File: src/rtl/uart_rx_pkg.sv
// Shared definitions for the UART receiver: FSM state encoding, frame width
// and the parity helper used by the UART_RX_PARITY_EN build.
package uart_rx_pkg;

  localparam int DATA_BITS = 8;

  typedef enum logic [2:0] {
    IDLE   = 3'd0,
    START  = 3'd1,
    DATA   = 3'd2,
    PARITY = 3'd3,
    STOP   = 3'd4
  } rx_state_t;

  // Even-parity bit: XOR of all data bits.
  function automatic logic even_parity(input logic [DATA_BITS-1:0] data);
    return ^data;
  endfunction

endpackage

File: src/rtl/uart_rx_sync.sv
// Two-flop synchronizer for the asynchronous serial line; both flops reset
// to 1 so a reset never looks like a start bit.
module uart_rx_sync (
  input  logic i_clk,
  input  logic i_rst_n,
  input  logic i_async,
  output logic o_sync
);

  logic meta_r;
  logic sync_r;

  // Metastability filter chain.
  always_ff @(posedge i_clk or negedge i_rst_n) begin
    if (!i_rst_n) begin
      meta_r <= 1'b1;
      sync_r <= 1'b1;
    end else begin
      meta_r <= i_async;
      sync_r <= meta_r;
    end
  end

  assign o_sync = sync_r;

endmodule

File: src/rtl/uart_rx_stream.sv
// UART receiver (8N1, or 8E1 when UART_RX_PARITY_EN is defined) with a
// one-deep AXI-Stream-style output register and error pulses.
module uart_rx_stream
  import uart_rx_pkg::*;
#(
  parameter int          CLKS_PER_BIT = 278,
  parameter logic [7:0]  TLAST_CHAR   = 8'h0A
) (
  input  logic       i_clk,
  input  logic       i_rst_n,
  input  logic       i_uart_rx,
  output logic [7:0] o_tdata,
  output logic       o_tlast,
  output logic       o_tvalid,
  input  logic       i_tready,
  output logic       o_frame_err,
  output logic       o_overrun,
  output logic       o_parity_err
);

  localparam int              CNT_W    = $clog2(CLKS_PER_BIT);
  localparam logic [CNT_W-1:0] CNT_HALF = CNT_W'(CLKS_PER_BIT / 2 - 1);
  localparam logic [CNT_W-1:0] CNT_FULL = CNT_W'(CLKS_PER_BIT - 1);
  localparam logic [2:0]       LAST_BIT = 3'(DATA_BITS - 1);

  rx_state_t      state_r, state_next_s;
  logic           rx_s, rx_prev_r, fall_s, cnt_zero_s;
  logic [CNT_W-1:0] clk_cnt_r;
  logic [2:0]     bit_cnt_r;
  logic [7:0]     shift_r, tdata_r;
  logic           par_bad_r, stop_seen_r, parity_bad_s;
  logic           sample_stop_s, byte_ok_s, frame_err_s;
  logic           tlast_r, tvalid_r, frame_err_r, overrun_r;

  uart_rx_sync u_sync (
    .i_clk   (i_clk),
    .i_rst_n (i_rst_n),
    .i_async (i_uart_rx),
    .o_sync  (rx_s)
  );

  assign fall_s     = rx_prev_r & ~rx_s;
  assign cnt_zero_s = (clk_cnt_r == {CNT_W{1'b0}});

`ifdef UART_RX_PARITY_EN
  assign parity_bad_s = (even_parity(shift_r) != rx_s);
`else
  assign parity_bad_s = 1'b0;
`endif

  // FSM state register.
  always_ff @(posedge i_clk or negedge i_rst_n) begin
    if (!i_rst_n) state_r <= IDLE;
    else          state_r <= state_next_s;
  end

  // FSM next-state logic.
  always_comb begin
    state_next_s = state_r;
    case (state_r)
      IDLE:   if (fall_s) state_next_s = START; else state_next_s = IDLE;
      START: begin
        if (cnt_zero_s) state_next_s = rx_s ? IDLE : DATA;
        else            state_next_s = START;
      end
      DATA: begin
        if (cnt_zero_s && (bit_cnt_r == LAST_BIT)) begin
`ifdef UART_RX_PARITY_EN
          state_next_s = PARITY;
`else
          state_next_s = STOP;
`endif
        end else begin
          state_next_s = DATA;
        end
      end
      PARITY: if (cnt_zero_s) state_next_s = STOP; else state_next_s = PARITY;
      // A low stop bit parks here until the line idles, so a break cannot retrigger.
      STOP:   if ((cnt_zero_s || stop_seen_r) && rx_s) state_next_s = IDLE; else state_next_s = STOP;
      default: state_next_s = IDLE;
    endcase
  end

  // FSM outputs: per-frame completion and error strobes.
  always_comb begin
    sample_stop_s = 1'b0;
    case (state_r)
      STOP:    sample_stop_s = cnt_zero_s && !stop_seen_r;
      default: sample_stop_s = 1'b0;
    endcase
    // A parity failure already reported this frame suppresses the framing pulse.
    byte_ok_s   = sample_stop_s && rx_s && !par_bad_r;
    frame_err_s = sample_stop_s && !rx_s && !par_bad_r;
  end

  // Bit timing, data shift register and per-frame status.
  always_ff @(posedge i_clk or negedge i_rst_n) begin
    if (!i_rst_n) begin
      rx_prev_r   <= 1'b1;
      clk_cnt_r   <= {CNT_W{1'b0}};
      bit_cnt_r   <= 3'd0;
      shift_r     <= 8'h00;
      par_bad_r   <= 1'b0;
      stop_seen_r <= 1'b0;
    end else begin
      rx_prev_r <= rx_s;
      case (state_r)
        IDLE: begin
          clk_cnt_r   <= CNT_HALF;
          bit_cnt_r   <= 3'd0;
          par_bad_r   <= 1'b0;
          stop_seen_r <= 1'b0;
        end
        START: clk_cnt_r <= cnt_zero_s ? CNT_FULL : clk_cnt_r - 1'b1;
        DATA: begin
          if (cnt_zero_s) begin
            shift_r   <= {rx_s, shift_r[7:1]};
            bit_cnt_r <= bit_cnt_r + 3'd1;
            clk_cnt_r <= CNT_FULL;
          end else begin
            clk_cnt_r <= clk_cnt_r - 1'b1;
          end
        end
        PARITY: begin
          if (cnt_zero_s) begin
            par_bad_r <= parity_bad_s;
            clk_cnt_r <= CNT_FULL;
          end else begin
            clk_cnt_r <= clk_cnt_r - 1'b1;
          end
        end
        STOP: begin
          if (cnt_zero_s) stop_seen_r <= 1'b1;
          else            clk_cnt_r   <= clk_cnt_r - 1'b1;
        end
        default: clk_cnt_r <= {CNT_W{1'b0}};
      endcase
    end
  end

  // Output beat register with overrun detection; a same-cycle accept frees the slot.
  always_ff @(posedge i_clk or negedge i_rst_n) begin
    if (!i_rst_n) begin
      tdata_r     <= 8'h00;
      tlast_r     <= 1'b0;
      tvalid_r    <= 1'b0;
      frame_err_r <= 1'b0;
      overrun_r   <= 1'b0;
    end else begin
      frame_err_r <= frame_err_s;
      overrun_r   <= 1'b0;
      if (byte_ok_s) begin
        if (!tvalid_r || i_tready) begin
          tdata_r  <= shift_r;
          tlast_r  <= (shift_r == TLAST_CHAR);
          tvalid_r <= 1'b1;
        end else begin
          overrun_r <= 1'b1;
        end
      end else if (tvalid_r && i_tready) begin
        tvalid_r <= 1'b0;
      end else begin
        tvalid_r <= tvalid_r;
      end
    end
  end

`ifdef UART_RX_PARITY_EN
  logic parity_err_r;

  // Parity mismatch strobe, registered like the other error pulses.
  always_ff @(posedge i_clk or negedge i_rst_n) begin
    if (!i_rst_n) parity_err_r <= 1'b0;
    else          parity_err_r <= (state_r == PARITY) && cnt_zero_s && parity_bad_s;
  end
  assign o_parity_err = parity_err_r;
`else
  assign o_parity_err = 1'b0;
`endif

  assign o_tdata     = tdata_r;
  assign o_tlast     = tlast_r;
  assign o_tvalid    = tvalid_r;
  assign o_frame_err = frame_err_r;
  assign o_overrun   = overrun_r;

endmodule
File: config.mk
export PLATFORM = sky130hd
export DESIGN_NAME = uart_rx_stream
export DESIGN_NICKNAME = d
export VERILOG_FILES = /design/src/rtl/uart_rx_pkg.sv /design/src/rtl/uart_rx_sync.sv /design/src/rtl/uart_rx_stream.sv
export SDC_FILE = /design/constraint.sdc
export NUM_CORES = 1
export LEC_CHECK = 0
export ABC_AREA = 1
export BUFFER_PORTS_ARGS = -buffer_cell sky130_fd_sc_hd__buf_2
export CAP_MARGIN = 0
export CORE_MARGIN = 2
export CORE_UTILIZATION = 45
export CTS_BUF_LIST = sky130_fd_sc_hd__clkbuf_4 sky130_fd_sc_hd__clkbuf_8
export DETAILED_ROUTE_END_ITERATION = 10
export HOLD_SLACK_MARGIN = 0.08
export PLACE_DENSITY = 0.73
export REMOVE_ABC_BUFFERS = 1
export SLEW_MARGIN = 25
export SYNTH_ARGS = -nofsm -noshare
export SYNTH_HDL_FRONTEND = slang
export SYNTH_SLANG_ARGS = --single-unit
File: constraint.sdc
create_clock -name i_clk -period 1.9 [get_ports i_clk]
set_input_delay 0.38 -clock i_clk [delete_from_list [all_inputs] [get_ports i_clk]]
set_output_delay 0.38 -clock i_clk [all_outputs]
set_load 0.01 [all_outputs]
==> reports/qor.json <==
{
  "grt": {
    "antenna_violations_before_repair": 0,
    "grt_first_pass_wirelength_mm": 6.15,
    "grt_start_max_net_pins": 23,
    "residual_overflow_from_global_routing": 0,
    "grt_util_all_layers": 0.159,
    "first_global_vias": 1359
  },
  "logic_synthesis": {
    "synth_area_leader_cell": "sky130_fd_sc_hd__dfrtp_1",
    "post_synth_instance_area_mm2": 0.00196,
    "ys_dominant_reg_cell": "sky130_fd_sc_hd__dfrtp_1",
    "synth.most_common_cell": "sky130_fd_sc_hd__nand2_1",
    "post_synth_inst_count": 207,
    "synth-edff-count": 0,
    "library_cells_used_by_synthesis": 34,
    "ys.warnings.count": 0,
    "sequential_to_total_area_share_from_yosys_stat": 0.499,
    "synth.ff_latch_count": 39,
    "synth.area.top_cells": "sky130_fd_sc_hd__dfrtp_1, sky130_fd_sc_hd__nand2_1, sky130_fd_sc_hd__nand4_1",
    "postSynth.asyncResetShare": 1.00,
    "syn-mean-instance-area_um2": 9.49,
    "synth_top_area_share": 0.459,
    "synth_top_cells_by_count": "sky130_fd_sc_hd__nand2_1, sky130_fd_sc_hd__dfrtp_1, sky130_fd_sc_hd__inv_2, sky130_fd_sc_hd__nand3_1, sky130_fd_sc_hd__nand4_1"
  },
  "clock_network": {
    "cts_buffers": 5,
    "clkSlewWorstSetupHoldPaths_ps": 90,
    "clk_path_buf_depth": 2,
    "cts_sinks": 39,
    "post-cts-setup-buffers": 0,
    "cts_root_buffer_type": "sky130_fd_sc_hd__clkbuf_8",
    "worstSkewPairLatency_ps": 290,
    "h-tree-depth": 2,
    "tritoncts": "done"
  },
  "detailed_routing": {
    "vias": 1409,
    "post-route-drc-count": 0,
    "avgRoutedWirePerCell_um": 13.0,
    "drtPass1Iterations": 4,
    "drtAntennaViolNets": 0,
    "drtIter0Drc": 74,
    "detail_route.vias_per_cell": 5.03,
    "post_route_wl_mm": 3.63
  },
  "cells_and_area": {
    "finalNonFillerCells": 280,
    "fin_util": 0.518,
    "antennaDiodeCount": 0,
    "layout-drive-gt1-share": 0.298,
    "nets": 235,
    "area_delta_synth_final_pct": 12.4,
    "design_area_mm2": 0.00221
  },
  "worst_setup_path": {
    "reg2reg_setup_slack_ps": 140,
    "crit_path_max_fanout": 10,
    "timing.setup.critical_path_class": "reg2reg",
    "reg2reg_to": "shift_r[3]",
    "r2r-start": "clk_cnt_r[0]",
    "endpoint_kind": "flop",
    "worst-r2r-cell-count": 8,
    "startpoint_kind_of_the_worst_setup_timing_path": "flop",
    "cp.arrival_ps": 1970,
    "timing.critical_path.required_ps": 2110
  },
  "pwr": {
    "peakVddDrop_uv": 598,
    "power_density_mw_per_mm2": 1110,
    "p_comb_frac": 0.297,
    "power_frac_seq": 0.424,
    "power.internal_mw": 1.58,
    "pwr-share-clk": 0.279,
    "total_switching_power_mw": 0.873,
    "switching_share": 0.356,
    "leakagePower_nw": 1.11
  },
  "timing": {
    "period_share": 0.926,
    "timing_max_transition_violations_final": 0,
    "finalWorstPathRequiredPeriod_ps": 1760,
    "final_layout_worst_hold_slack_ps": 189,
    "final-setup-viol-count": 0,
    "tns_ps": 0,
    "finClkSkew_ps": 10.7,
    "finalHoldViolCount": 0,
    "fmax_mhz": 568
  },
  "hold_path": {
    "holdCritStartpoint": "i_uart_rx",
    "min-delay-path-class": "in2reg",
    "whs_endpoint": "u_sync.meta_r",
    "hold_path_depth": 1
  },
  "die": {
    "die_height_um": 70.1,
    "floorplan.die.width_um": 70.1,
    "core_region_area_mm2": 0.00426,
    "placement_rows": 24,
    "ioPinCount": 17,
    "die-area_mm2": 0.00491,
    "initial_core_util": 0.461
  },
  "placement": {
    "placement.cell_area_mm2": 0.00207,
    "gp_routability_congestion": 0.853,
    "placement.io_buffers": 15,
    "dp.final_hpwl_mm": 2.63,
    "placedCellCount": 270
  },
  "run_status": {
    "status": "completed"
  },
  "job": {
    "maxCapViolCount": 0
  }
}
==> worst max-delay path by stage <==
stage / from / to / slack, ps / depth (start not counted)
5_1_grt: clk_cnt_r[0] / shift_r[2] / -0.04 / 8
2_1_floorplan: clk_cnt_r[0] / shift_r[0] / 300 / 9
6_report: clk_cnt_r[0] / shift_r[3] / 140 / 8
4_1_cts: clk_cnt_r[0] / shift_r[0] / 110 / 9
3_5_place_dp: clk_cnt_r[0] / shift_r[0] / 130 / 9
3_3_place_gp: clk_cnt_r[0] / shift_r[0] / 210 / 9
==> worst max-delay path, cell delays in order (launching register included) <==
cell and delay, ps:
sky130_fd_sc_hd__dfrtp_1 400, sky130_fd_sc_hd__inv_1 120, sky130_fd_sc_hd__ha_1 180, sky130_fd_sc_hd__nand2_2 90, sky130_fd_sc_hd__nor2_8 170, sky130_fd_sc_hd__nand2_8 100
sky130_fd_sc_hd__inv_6 110, sky130_fd_sc_hd__nand3_2 270, sky130_fd_sc_hd__o21ai_2 230
==> cells in the final DEF (no fill, tap or decap), types with 3 or more instances in the layout <==
| cell | Yosys | routed |
|---|---|---|
| sky130_fd_sc_hd__buf_2 | 0 | 15 |
| sky130_fd_sc_hd__inv_1 | 12 | 12 |
| sky130_fd_sc_hd__o21ai_1 | 5 | 5 |
| sky130_fd_sc_hd__a21oi_1 | 6 | 6 |
| sky130_fd_sc_hd__nor2_8 | 3 | 3 |
| sky130_fd_sc_hd__clkbuf_8 | 0 | 5 |
| sky130_fd_sc_hd__nor2_1 | 12 | 12 |
| sky130_fd_sc_hd__dfstp_2 | 3 | 3 |
| sky130_fd_sc_hd__inv_2 | 14 | 14 |
| sky130_fd_sc_hd__nand4_1 | 13 | 13 |
| sky130_fd_sc_hd__o21ai_2 | 8 | 8 |
| sky130_fd_sc_hd__nand3_1 | 14 | 14 |
| sky130_fd_sc_hd__dfrtp_1 | 36 | 36 |
| sky130_fd_sc_hd__nand2_1 | 43 | 43 |
| sky130_fd_sc_hd__nand2_2 | 4 | 4 |
| sky130_fd_sc_hd__nor3_1 | 3 | 3 |
| sky130_fd_sc_hd__ha_1 | 4 | 4 |
==> power by group through the flow <==
stage	clock network, mW	registers, mW	logic [mW]
after global routing	0.725	1.05	0.820
final	0.684	1.04	0.730
after floorplan	0	1.04	0.595
after CTS	0.701	1.04	0.722
after global placement	0	1.05	0.710
after detailed placement	0	1.06	0.715
==> per-layer routing <==
metal,part of all wire,global-route usage,vias up
li1,-,-,720
met1,0.45,0.213,656
met2,0.50,0.250,26
met3,0.038,0.0361,7
met4,0.013,0.0662,0
met5,0,0,-
==> stage by stage <==
stage,power (mW),setup slack (ps)
final,2.45,141
after global routing,2.60,-0.0422
after CTS,2.46,107
after detailed placement,1.77,130
after global placement,1.76,210
after floorplan,1.63,304
==> final cells by class <==
cell class | count | area, µm²
fillers | 405 | 2060
well taps | 52 | 65.1
flip-flops and latches | 39 | 980
clock buffers | 5 | 68.8
multi-input cells | 135 | 843
repair buffers | 17 | 92.6
inverters | 29 | 114
clock inverters | 3 | 43.8
==> sequential cells by signal, summed over array words and instances (netlist names) <==
register and flops:
clk_cnt_r 9, shift_r 8, stop_seen_r 1, o_tlast 1, o_overrun 1, state_r 3, o_frame_err 1, u_sync.o_sync 1
o_tdata 8, bit_cnt_r 3, u_sync.meta_r 1, rx_prev_r 1, o_tvalid 1
==> logic make-up (layout without fill, tap and decap cells) <==
family / count (synthesis) / after routing / share of synthesized area
xor+xnor: 3 / 3 / 0.0134
simple gates: 100 / 101 / 0.292
other cells: 1 / 1 / 0.00191
flops: 39 / 39 / 0.499
buf+inv: 34 / 54 / 0.0771
fa+ha+maj: 4 / 4 / 0.0255
compound gates: 26 / 26 / 0.0911
==> timing repair <==
action                     CTS  global route
hold buffers                 1             0
setup endpoints to repair    0             3
hold endpoints to repair    14             0
gates resized for setup      0             0
Note: power is estimated with default switching activity, not from simulation.
